--- config.mk ---
export PLATFORM = sky130hd
export DESIGN_NAME = spi_frame_sender
export DESIGN_NICKNAME = d
export VERILOG_FILES = /design/src/rtl/spi_frame_sender_pkg.sv /design/src/rtl/spi_tx_shifter.sv /design/src/rtl/spi_frame_sender.sv
export SDC_FILE = /design/constraint.sdc
export NUM_CORES = 1
export LEC_CHECK = 0
export BUFFER_PORTS_ARGS = -buffer_cell sky130_fd_sc_hd__buf_2
export CAP_MARGIN = 20
export CORE_MARGIN = 2
export CORE_UTILIZATION = 57
export CTS_CLUSTER_SIZE = 12
export DETAILED_ROUTE_END_ITERATION = 12
export PLACE_DENSITY = 0.77
export SLEW_MARGIN = 20
export SYNTH_ARGS = -nofsm -noshare
export SYNTH_HDL_FRONTEND = slang
export SYNTH_SLANG_ARGS = --single-unit
--- constraint.sdc ---
create_clock -name clk -period 2.4 [get_ports clk]
set_input_delay 0.36 -clock clk [delete_from_list [all_inputs] [get_ports clk]]
set_output_delay 0.36 -clock clk [all_outputs]
set_load 0.02 [all_outputs]
--- src/rtl/spi_frame_sender_pkg.sv ---
// Shared panel constants and types for the HUB75 frame path.
// Used by spi_frame_sender, spi_tx_shifter and the HUB75 controller.
package spi_frame_sender_pkg;

  localparam int unsigned PANEL_WIDTH  = 64;
  localparam int unsigned PANEL_HEIGHT = 32;
  localparam int unsigned PIXEL_BITS   = 16;

  localparam int unsigned ADDR_W     = 11;
  localparam int unsigned HALF_CNT_W = 8;
  localparam int unsigned BIT_CNT_W  = 4;

  typedef enum logic [2:0] {
    StIdle,
    StFetch,
    StLoad,
    StLow,
    StHigh,
    StDone
  } state_e;

endpackage

--- src/rtl/spi_tx_shifter.sv ---
// 16-bit load/shift register with the spi_clk half-period timer and bit counter.
// Ports:
//   clk, n_reset        clock, asynchronous active-low reset
//   clear               synchronous clear of all state (frame abort)
//   load, load_data     capture a new pixel word, restart bit and half-period counts
//   tick_en             half-period timer runs (LOW or HIGH phase)
//   in_high             current phase is HIGH; a bit completes at the end of HIGH
//   msb, next_msb       shift[15] and the bit that becomes MSB after the next shift
//   half_done           last cycle of the current half period
//   bit_done, word_done end of a bit's HIGH phase / of bit 15's HIGH phase
module spi_tx_shifter
  import spi_frame_sender_pkg::*;
#(
  parameter int unsigned CLK_DIV = 2
) (
  input  logic                  clk,
  input  logic                  n_reset,
  input  logic                  clear,
  input  logic                  load,
  input  logic [PIXEL_BITS-1:0] load_data,
  input  logic                  tick_en,
  input  logic                  in_high,
  output logic                  msb,
  output logic                  next_msb,
  output logic                  half_done,
  output logic                  bit_done,
  output logic                  word_done
);

  localparam logic [HALF_CNT_W-1:0] LastHalf = HALF_CNT_W'(CLK_DIV - 1);
  localparam logic [BIT_CNT_W-1:0]  LastBit  = BIT_CNT_W'(PIXEL_BITS - 1);

  logic [PIXEL_BITS-1:0] shift_q;
  logic [HALF_CNT_W-1:0] half_cnt_q;
  logic [BIT_CNT_W-1:0]  bit_cnt_q;

  assign half_done = tick_en && (half_cnt_q == LastHalf);
  assign bit_done  = half_done && in_high;
  assign word_done = bit_done && (bit_cnt_q == LastBit);
  assign msb       = shift_q[PIXEL_BITS-1];
  assign next_msb  = shift_q[PIXEL_BITS-2];

  always_ff @(posedge clk or negedge n_reset) begin
    if (!n_reset) begin
      shift_q    <= '0;
      half_cnt_q <= '0;
      bit_cnt_q  <= '0;
    end else if (clear) begin
      shift_q    <= '0;
      half_cnt_q <= '0;
      bit_cnt_q  <= '0;
    end else if (load) begin
      shift_q    <= load_data;
      half_cnt_q <= '0;
      bit_cnt_q  <= '0;
    end else begin
      if (tick_en) begin
        half_cnt_q <= half_done ? '0 : half_cnt_q + 1'b1;
      end
      // Last bit is not shifted out; the next load replaces the word.
      if (bit_done && !word_done) begin
        shift_q   <= {shift_q[PIXEL_BITS-2:0], 1'b0};
        bit_cnt_q <= bit_cnt_q + 1'b1;
      end
    end
  end

endmodule

--- src/rtl/spi_frame_sender.sv ---
// Streams a frame from a synchronous pixel memory to the HUB75 controller over SPI.
// Ports:
//   clk, n_reset   clock, asynchronous active-low reset
//   start, abort   frame request (sampled in IDLE) / stop the frame in progress
//   busy, done     frame in progress / one-cycle end-of-frame pulse
//   pixel_addr     read address to the frame memory; pixel_data returns one clk later
//   spi_clk        serial clock, idles low; spi_mosi changes only while spi_clk is low
module spi_frame_sender
  import spi_frame_sender_pkg::*;
#(
  parameter int unsigned CLK_DIV     = 2,
  parameter int unsigned PIXEL_COUNT = PANEL_WIDTH * PANEL_HEIGHT
) (
  input  logic                  clk,
  input  logic                  n_reset,
  input  logic                  start,
  input  logic                  abort,
  output logic                  busy,
  output logic                  done,
  output logic [ADDR_W-1:0]     pixel_addr,
  input  logic [PIXEL_BITS-1:0] pixel_data,
  output logic                  spi_clk,
  output logic                  spi_mosi
);

  localparam logic [ADDR_W-1:0] LastAddr = ADDR_W'(PIXEL_COUNT - 1);

  state_e            state_q;
  logic              busy_q, done_q, spi_clk_q, spi_mosi_q;
  logic [ADDR_W-1:0] pixel_addr_q;

  logic sh_load, sh_tick, sh_high;
  logic sh_msb, sh_next_msb, half_done, bit_done, word_done;

  assign sh_load = (state_q == StLoad);
  assign sh_tick = (state_q == StLow) || (state_q == StHigh);
  assign sh_high = (state_q == StHigh);

  spi_tx_shifter #(
    .CLK_DIV(CLK_DIV)
  ) u_shifter (
    .clk      (clk),
    .n_reset  (n_reset),
    .clear    (abort),
    .load     (sh_load),
    .load_data(pixel_data),
    .tick_en  (sh_tick),
    .in_high  (sh_high),
    .msb      (sh_msb),
    .next_msb (sh_next_msb),
    .half_done(half_done),
    .bit_done (bit_done),
    .word_done(word_done)
  );

  always_ff @(posedge clk or negedge n_reset) begin
    if (!n_reset) begin
      state_q      <= StIdle;
      busy_q       <= 1'b0;
      done_q       <= 1'b0;
      spi_clk_q    <= 1'b0;
      spi_mosi_q   <= 1'b0;
      pixel_addr_q <= '0;
    end else if (abort) begin
      // Abort wins over everything, including a start in IDLE.
      state_q   <= StIdle;
      busy_q    <= 1'b0;
      done_q    <= 1'b0;
      spi_clk_q <= 1'b0;
    end else begin
      unique case (state_q)
        StIdle: begin
          done_q <= 1'b0;
          if (start) begin
            state_q      <= StFetch;
            busy_q       <= 1'b1;
            pixel_addr_q <= '0;
          end
        end
        StFetch: state_q <= StLoad;
        StLoad: begin
          // Shifter loads on this same edge, so take the MSB straight from memory.
          state_q    <= StLow;
          spi_mosi_q <= pixel_data[PIXEL_BITS-1];
        end
        StLow: begin
          spi_mosi_q <= sh_msb;
          if (half_done) begin
            state_q   <= StHigh;
            spi_clk_q <= 1'b1;
          end
        end
        StHigh: begin
          if (bit_done) begin
            spi_clk_q <= 1'b0;
            if (!word_done) begin
              state_q    <= StLow;
              spi_mosi_q <= sh_next_msb;
            end else if (pixel_addr_q < LastAddr) begin
              state_q      <= StFetch;
              pixel_addr_q <= pixel_addr_q + 1'b1;
            end else begin
              state_q <= StDone;
              done_q  <= 1'b1;
            end
          end
        end
        StDone: begin
          state_q <= StIdle;
          done_q  <= 1'b0;
          busy_q  <= 1'b0;
        end
        default: state_q <= StIdle;
      endcase
    end
  end

  assign busy       = busy_q;
  assign done       = done_q;
  assign spi_clk    = spi_clk_q;
  assign spi_mosi   = spi_mosi_q;
  assign pixel_addr = pixel_addr_q;

endmodule
==> run metrics, run 1 <==
Worst IR Drop VDD 0.370 mV; sw frac between 20% and 30%; Cell Count, Final, Fillers Out around 370; Total GRT Usage 24.2%; vias approximately 2300; post-DR vias/cell about 6.1; post-synthesis sequential area ratio about 44%; first-pass GRT wire length 9800 um; drt first pass iters 4; Fmax between 400 and 500 MHz; IO buf count 34; Hold WC Path Type in -> async; clock tree sinks between 40 and 50; Final setup viols 0; Yosys top cell by area dfrtp_1; mapped cell area about 2600 um^2; antenna violations before repair 0; PwrDens roughly 550 nW/um^2; number of global-route vias before repair 2138; Synth top area share between 40% and 50%; worst-path fanout max 11; # rows 24; Num CTS Buffers 5; global route hottest layer met2; R2R Setup Slk 0.12 ns; Longest Clk Path Bufs 2; Lkg Pwr ~1.3 nW; Initial Util 59.3%; Starting DRT DRC Count between 100 and 150; count of pins over their slew limit 0; Setup Buffers After CTS 0; io pins 35; layout cells sized above 1 around 27%; clock skew between 0.009 and 0.01 ns; share of power burned in the clock network around 30%; Worst Setup End Kind flop; ys flop type dfrtp_1; Post-Synthesis Cells 276; Wirelength per Cell 15.4 um; syn_nets 300; Synth Register Bits 46; Avg Synthesized Cell Area 9.42 um^2; Placeable Area ~4400 um^2; largest net degree at the start of global routing 26; nets@finish about 340; Inst Count DP approximately 360; H-tree levels 2; drt total wl between 5000 and 6000 um; root buf cell clkbuf_8; max_cap viols 0; GRT overflow 0; met1 usage around a third; DRC Markers 0; NetSw around 460 uW; status finished, final reports clean; Warnings, synthesis 0; area growth from synthesis to layout 14.5%; met2 Usage GRT around 40%; asr flop ratio synth 100%; startpoint types flop; top cells by area, synth dfrtp_1 44%, a21oi_2 5.4%, nor2_1 5.1%, a22oi_1 4.3%, nand2_1 3.2%; RD Place Congestion between 0.9 and 1; RSZ-0062 raised after global routing false; CP Data Required Time approximately 2.6 ns; Final Worst Setup Slack 0.122 ns; DIE WIDTH between 70 and 80 um; Clock Latency Late Sink roughly 0.30 ns; CTS tree yes; hpwl dp roughly 4300 um; Worst slew margin between 60% and 70%; met3 Usage GRT under 10%; diode count 0; Commonest cells post-synth 46 x dfrtp_1, 35 x nor2_1, 22 x nand2_1; Reg power frac between 50% and 60%; Setup TNS 0 ns; WS Path Type reg -> reg; CTS clk-pin slew, worst paths approximately 0.08 ns; crit path DAT roughly 2.5 ns; Detail Route Antenna Nets 0; Tcrit/Tclk final a little over nine tenths; pre-CTS setup slack about 0.063 ns; Post-synth EDFFs 0; post-synthesis cell type count 50; min cycle time layout 2.28 ns; Comb power frac 16.9%; Total Die Area roughly 5100 um^2; final hold vios 0; Cell Int Power 1.18 mW; Slew @ Worst Pin ~0.55 ns; top-count cell post-synth dfrtp_1; Die Span Y around 72 um
metrics by stage:
step / total power, mW / instance area (um^2) / util, % / hold slack (ns)
finish: 1.63 / 2980 / 67.9 / 0.00746
global route: 1.70 / 2980 / 67.9 / 0.0676
CTS: 1.64 / 2960 / 67.6 / 0.0269
detailed placement: 1.16 / 2870 / 65.5 / 0.352
global placement: 1.15 / 2870 / 65.5 / 0.352
floorplan: 1.07 / 2600 / - / 0.0644
worst max-delay path, cell delays in order (launching register included):
cell	delay (ns)
dfrtp_1	0.41
inv_1	0.06
ha_1	0.12
or4b_1	0.53
or4_4	0.57
nand2_4	0.19
buf_4	0.17
nor2_1	0.05
a21oi_2	0.11
power groups by stage:
stage,Combinational [mW],Clock (mW),Sequential [mW]
4_1_cts,0.274,0.494,0.869
3_5_place_dp,0.273,0,0.884
6_report,0.275,0.486,0.869
2_1_floorplan,0.182,0,0.888
5_1_grt,0.309,0.519,0.877
3_3_place_gp,0.266,0,0.881
routing by layer:
| layer | vias to the layer above | wire [um] |
|---|---|---|
| li1 | 1106 | - |
| met3 | 9 | 238 |
| met5 | - | 0 |
| met4 | 0 | 81 |
| met1 | 1087 | 2670 |
| met2 | 54 | 2740 |
final timing paths:
path / startpoint / end / depth (start not counted)
hold reg to reg: pixel_addr[8]$_DFFE_PN0P_ / pixel_addr[8]$_DFFE_PN0P_ / 1
max in group asynchronous: n_reset / u_shifter.shift_q[8]$_DFFE_PN0P_ / 2
hold / removal: n_reset / pixel_addr[6]$_DFFE_PN0P_ / 1
min in group clk: pixel_data[0] / u_shifter.shift_q[0]$_DFFE_PN0P_ / 2
setup / recovery: u_shifter.half_cnt_q[1]$_DFFE_PN0P_ / u_shifter.shift_q[4]$_DFFE_PN0P_ / 8
setup reg to reg: u_shifter.half_cnt_q[1]$_DFFE_PN0P_ / u_shifter.shift_q[4]$_DFFE_PN0P_ / 8
sequential cells by signal (all words and copies together), names as in the netlist:
signal,count
u_shifter.shift_q,16
pixel_addr,11
u_shifter.half_cnt_q,8
u_shifter.bit_cnt_q,4
state_q,3
busy,1
done,1
spi_clk,1
spi_mosi,1
final cells by class:
cell class	count	area, um^2
inverters	6	22.5
multi-input cells	211	1350
fillers	366	1410
repair buffers	49	295
clock buffers	7	86.3
well taps	52	65.1
flip-flops and latches	46	1150
clock inverters	1	5.00
timing repair:
item	in CTS	in global routing
hold buffers	0	0
setup endpoints to repair	0	11
resized for setup	0	3
logic make-up after synthesis:
logic type	synth area share, %
AOI/OAI and AO/OA	22.3
xor gates and xnor gates	3.03
adders and majority gates	1.92
buffers and inverters	4.38
DFF	44.3
and+or+nand+nor	24.1
layout by cell type (no fill, tap or decap), drive strengths merged, types with 3 or more instances in the layout:
cell type  Yosys  routed
clkbuf         6       7
dfrtp         46      46
ha             4       4
inv            6       6
or4            4       4
nand3         11      11
nor2          40      40
buf            7      49
nand2b         5       5
a21oi         28      28
o21ai         12      12
nor4           3       3
a22oi         15      15
nand4          7       7
nand2         23      23
o211ai         4       4
or3            7       7
nor3           6       6
a32o           3       3
xor2           6       6
xnor2          3       3
and3           3       3
(Power assumes the default switching activity.)
==> run 2, diff against run 1 <==
--- a/config.mk
+++ b/config.mk
@@ -7,11 +7,13 @@
 export LEC_CHECK = 0
 export BUFFER_PORTS_ARGS = -buffer_cell sky130_fd_sc_hd__buf_2
 export CAP_MARGIN = 20
+export CELL_PAD_IN_SITES_DETAIL_PLACEMENT = 2
+export CELL_PAD_IN_SITES_GLOBAL_PLACEMENT = 2
 export CORE_MARGIN = 2
-export CORE_UTILIZATION = 57
+export CORE_UTILIZATION = 36
 export CTS_CLUSTER_SIZE = 12
 export DETAILED_ROUTE_END_ITERATION = 12
-export PLACE_DENSITY = 0.77
+export PLACE_DENSITY = 0.78
 export SLEW_MARGIN = 20
 export SYNTH_ARGS = -nofsm -noshare
 export SYNTH_HDL_FRONTEND = slang
==> run metrics, run 2 (synthesis gave the netlist of run 1 again) <==
pre-CTS setup slack 0.0336 ns; DIE WIDTH approximately 89 um; Buf/Inv on CP 1; Register-to-Register Path Depth 6; Longest Clk Path Bufs 2; most common cell after layout, fill and taps aside dfrtp_1; most frequent cells in the layout 46 x dfrtp_1, 35 x nor2_1, 34 x buf_2, 22 x nand2_1, 16 x a21oi_2; first-pass GRT wire length approximately 13000 um; hpwl dp ~5800 um; Placeable Area just under 7000 um^2; hold_buf cts 0; CP Data Required Time between 2 and 3 ns; Final Power ~1.7 mW; area growth from synthesis to layout 18.4%; max_cap viols 0; PwrDens 546 nW/um^2; Num CTS Buffers 5; Slew @ Worst Pin approximately 0.63 ns; Final Worst Setup Slack between 0.1 and 0.15 ns; CTS tree yes; Initial Util roughly 38%; number of global-route vias before repair 2490; RSZ-0062 raised after global routing true; drt total wl about 7800 um; Clock Latency Late Sink slightly above 0.3 ns; Total Die Area 7920 um^2; final core occ between 40% and 50%; root buf cell clkbuf_8; Top reg by flops u_shifter.shift_q; clock skew 0.0109 ns; Crit-path slowest cell or4b_2; WS Path Type reg -> reg; final hold vios 0; count of pins over their slew limit 0; Register Area between 1000 and 1500 um^2; Starting DRT DRC Count slightly above 70; diode count 0; max reg flops 16; Final setup viols 0; RD Place Congestion between 0.7 and 0.8; DRC Markers 0; worst-path fanout max 6; Tcrit/Tclk final a little over nine tenths; Setup Buffers After CTS 0; fillcell total 794; Total GRT Usage 21.5%; Worst Setup End Kind flop; drt first pass iters 4; footprint of the multi-input gates ~1400 um^2; Crit. path cell count 6; Fmax between 400 and 500 MHz; post-DR vias/cell 5.60; vias between 2000 and 2500; # rows 30; startpoint types flop; delay-heaviest family, CP simple AND/OR/NAND/NOR gates; Detail Route Antenna Nets 0; Lkg Pwr 1.34 nW; Hold WC Path Type in -> async; number of gates resized after cts 1; io pins 35; IO buf count 34; Wirelength per Cell 18.6 um; status finished, final reports clean; nets@finish 345; crit path DAT between 2 and 2.5 ns; layout cells sized above 1 ~28%; GRT overflow 0; Die Span Y roughly 90 um; Worst slew margin roughly 57%; H-tree levels 2; Worst IR Drop VDD approximately 0.26 mV; clock tree sinks 46; largest net degree at the start of global routing 26; antenna violations before repair 0; min cycle time layout ~2.3 ns; Critical Path Max Stage Delay 0.62 ns; critical-path cell list ha_1, or4b_2, nor3_1, buf_4, nand3_1, o311ai_0; CTS clk-pin slew, worst paths roughly 0.09 ns
-- run 2: stage by stage --
step | hold WS, ns | std cells | instance area (um^2) | setup TNS, ns
2_1_floorplan | 0.0644 | 276 | 2600 | 0
3_3_place_gp | 0.372 | 410 | 2970 | 0
3_5_place_dp | 0.370 | 410 | 2970 | 0
4_1_cts | 0.0349 | 418 | 3070 | 0
5_1_grt | 0.0537 | 418 | 3080 | -0.00398
6_report | 0.0234 | 418 | 3080 | 0
-- run 2: layout make-up --
class                      instances  share of cell area [%]
clock inverter                     2                   0.406
multi-input combinational        211                    44.0
timing repair buffer              51                    10.9
clock buffer                       6                    2.68
inverter                           6                   0.731
tap                               96                    3.90
sequential                        46                    37.4
-- run 2: power by group --
group / total, mW / switching [mW] / internal, mW
combinational: 0.299 / 0.178 / 0.121
clock: 0.509 / 0.277 / 0.232
sequential: 0.875 / 0.0439 / 0.831
total: 1.68 / 0.499 / 1.18
-- run 2: worst paths after layout --
check | start | end | slack (ns)
max in group asynchronous | n_reset | u_shifter.shift_q[10]$_DFFE_PN0P_ | 1.83
setup / recovery | pixel_addr[0]$_DFFE_PN0P_ | pixel_addr[6]$_DFFE_PN0P_ | 0.11
hold / removal | n_reset | pixel_addr[3]$_DFFE_PN0P_ | 0.02
setup reg to reg | pixel_addr[0]$_DFFE_PN0P_ | pixel_addr[6]$_DFFE_PN0P_ | 0.11
hold reg to reg | pixel_addr[8]$_DFFE_PN0P_ | pixel_addr[8]$_DFFE_PN0P_ | 0.51
min in group clk | pixel_data[0] | u_shifter.shift_q[0]$_DFFE_PN0P_ | 0.31
-- run 2: layer usage --
metal / up-vias / share of wire, % / GRT usage [%]
met5: - / 0 / 0
met4: 0 / 1.3 / 5.16
met3: 8 / 3.0 / 3.60
met2: 40 / 50 / 36.5
met1: 1183 / 46 / 28.7
li1: 1111 / - / -
-- run 2: worst register-to-register path, cell delays in order, from the launching register on --
cell and delay, ns:
dfrtp_1 0.44, ha_1 0.17, or4b_2 0.62, nor3_1 0.24, buf_4 0.19, nand3_1 0.10
o311ai_0 0.38
==> run 3, diff against run 2 <==
--- a/config.mk
+++ b/config.mk
@@ -13,8 +13,9 @@
 export CORE_UTILIZATION = 36
 export CTS_CLUSTER_SIZE = 12
 export DETAILED_ROUTE_END_ITERATION = 12
-export PLACE_DENSITY = 0.78
+export PLACE_DENSITY = 0.77
 export SLEW_MARGIN = 20
 export SYNTH_ARGS = -nofsm -noshare
 export SYNTH_HDL_FRONTEND = slang
+export SYNTH_HIERARCHICAL = 1
 export SYNTH_SLANG_ARGS = --single-unit
==> constraint.sdc (replaced) <==
create_clock -name clk -period 2.4 [get_ports clk]
set_input_delay 0.36 -clock clk [delete_from_list [all_inputs] [get_ports clk]]
set_output_delay 0.36 -clock clk [all_outputs]
set_load 0.01 [all_outputs]
==> run metrics, run 3 <==
root buf cell clkbuf_8; post-synthesis simple-gate area fraction 26.8%; CTS tree yes; # rows 31; Synth top area share between 40 and 50%; drt first pass iters 4; largest net degree at the start of global routing 31; min cycle time layout around 2.4 ns; Cell Area, Placed ~3200 um^2; Comb power frac between 20% and 30%; status finished, violations left; top cells by area, synth dfrtp_1 42%, a2111oi_2 7.1%, nor2_1 4.3%, nor2b_1 3.7%, o21ai_0 2.9%; layout cells sized above 1 33.3%; DIE WIDTH 91.2 um; Fmax about 410 MHz; post-synthesis cell type count 52; Warnings, synthesis 6; Worst Setup End Kind flop; violated checks setup timing; RSZ-0062 raised after global routing true; Synth Register Bits 46; max_cap viols 0; final hold vios 0; hpwl dp 5700 um; Detail Route Antenna Nets 0; diode count 0; area growth from synthesis to layout 24.5%; crit path DAT 2.67 ns; first-pass GRT wire length 13500 um; post-synthesis adder-cell area fraction 1.83%; Synth Area in Compound Gates between 20% and 30%; Wirelength per Cell around 19 um; top-count cell post-synth dfrtp_1; drt total wl between 8000 and 9000 um; antenna violations before repair 0; Post-Synthesis Cells about 290; clock tree sinks 46; syn_nets slightly above 300; fillcell total ~830; Clock Latency Late Sink slightly above 0.3 ns; count of pins over their slew limit 0; nets@finish about 360; WS Path Type reg -> reg; Hold WC Path Type in -> reg; Cell Int Power 1.29 mW; vias ~2400; post-synthesis sequential area ratio a little over two fifths; Total GRT Usage between 10% and 20%; main combinational cell family by area after synthesis simple AND/OR/NAND/NOR gates; Num CTS Buffers 5; Slew @ Worst Pin between 0.5 and 0.6 ns; IO buf count 34; Top reg by flops u_shifter/shift_q; final core occ ~47%; RD Place Congestion 0.876; Avg Synthesized Cell Area ~9.6 um^2; Reg power frac a little under half; CTS clk-pin slew, worst paths approximately 0.090 ns; Synth Area in XOR/XNOR under 10%; Worst slew margin a little over three fifths; Worst IR Drop VDD 0.248 mV; ys flop type dfrtp_1; R2R Setup Slk -0.03 ns; pre-CTS setup slack between 0.015 and 0.02 ns; Starting DRT DRC Count 87; post-DR vias/cell between 5 and 6; Post-synth EDFFs 0; post-synthesis mux area share less than 1%; Final Worst Setup Slack -0.0341 ns; share of power burned in the clock network roughly a third; most common cell after layout, fill and taps aside dfrtp_1; PwrDens roughly 540 nW/um^2; Lkg Pwr 1.47 nW; DRC Markers 0; Initial Util 37.5%; most frequent cells in the layout 44 x dfrtp_1, 34 x buf_2, 29 x nor2_1, 28 x buf_4; Final Instance Area 3400 um^2; Yosys top cell by area dfrtp_1; Commonest cells post-synth 46 x dfrtp_1, 31 x nor2_1, 18 x nand2_1; io pins 35; H-tree levels 2; NetSw ~540 uW; Tcrit/Tclk final 101%; Die Span Y between 90 and 100 um; asr flop ratio synth 100%; Total Die Area 8310 um^2; sw frac about 29%; Placeable Area 7290 um^2; CP Data Required Time approximately 2.6 ns; Final setup viols 3; number of global-route vias before repair between 2000 and 3000; startpoint types flop; max reg flops 16; GRT overflow 0; Longest Clk Path Bufs 2; mapped cell area approximately 2700 um^2; clock skew 0.00526 ns; worst-path fanout max 4
run 3: changes by cell type after synthesis, moves of 5 or more:
cell,delta
a2111oi_2,+12
o31ai_1,+6
a21oi_2,-15
nor3_1,+8
a22oi_1,-15
nand3_1,-5
nor2b_1,+15
nor2_2,-5
run 3: path summary, 6_finish.rpt:
path	start	to	cells after the start
worst max-delay path	state_q[2]$_DFFE_PN0P_	pixel_addr[9]$_DFFE_PN0P_	11
worst min-delay path	pixel_data[1]	u_shifter/shift_q[1]$_DFFE_PN0P_	3
worst max register to register	state_q[2]$_DFFE_PN0P_	pixel_addr[9]$_DFFE_PN0P_	11
worst min register to register	spi_mosi$_DFFE_PN0P_	spi_mosi$_DFFE_PN0P_	2
max in group asynchronous	n_reset	state_q[1]$_DFFE_PN0P_	3
min in group asynchronous	n_reset	pixel_addr[6]$_DFFE_PN0P_	2
run 3: timing repair:
action / 4_1_cts / 5_1_grt
resized for setup: 1 / 14
setup endpoints to repair: 6 / 12
hold buffers: 1 / 0
pin swaps: 1 / 4
cloned: 0 / 0
endpoints found under the hold margin: 16 / 0
setup buffers: 2 / 4
run 3: cell type report:
type	count	area, um^2	area share (%)
Clock inverter	2	37.5	1.10
Clock buffer	6	72.6	2.13
Timing Repair Buffer	65	422	12.4
Sequential cell	46	1150	33.9
Tap cell	99	124	3.64
Inverter	9	33.8	0.992
Multi-Input combinational cell	211	1560	45.9
run 3: logic make-up (layout without fill, tap and decap cells):
family,Yosys count,after routing
adder cells (fa/ha/maj),4,4
AND/OR/NAND/NOR,127,127
multiplexers,1,1
XOR/XNOR,6,6
flip-flops,46,46
buffers and inverters,28,82
AO/OA/AOI/OAI,73,73
run 3: metal layers:
layer  GRT usage, %  up-vias  share of wire [%]
li1               -     1158                  -
met1           25.9     1246                 45
met2           35.2       32                 52
met3           2.24        7                2.3
met4           5.68        0                1.1
met5              0        -                  0
run 3: per-stage QoR:
| stage | cells | hold slack [ns] | power, mW | setup TNS [ns] |
|---|---|---|---|---|
| final | 438 | 0.321 | 1.83 | -0.0613 |
| after global routing | 438 | 0.334 | 1.93 | -1.03 |
| after CTS | 434 | 0.323 | 1.85 | 0 |
| after detailed placement | 423 | 0.313 | 1.23 | 0 |
| after global placement | 423 | 0.315 | 1.21 | 0 |
| after floorplan | 285 | 0.0644 | 1.11 | -1.50 |
run 3: worst max-delay path, stage by stage (launching register included):
cell       delay, ns
dfrtp_1         0.43
nand3b_1        0.24
nand2_2         0.12
nor4b_4         0.21
and2_4          0.20
nand2_4         0.06
nor2_4          0.09
and3_4          0.25
buf_6           0.12
o2111ai_4       0.13
or3_1           0.35
a21oi_1         0.16
run 3: power groups by stage:
stage / clock (mW) / sequential (mW) / combinational (mW)
after floorplan: 0 / 0.875 / 0.234
after global placement: 0 / 0.871 / 0.341
after detailed placement: 0 / 0.875 / 0.357
after CTS: 0.624 / 0.860 / 0.362
after global routing: 0.645 / 0.869 / 0.413
final: 0.605 / 0.860 / 0.369
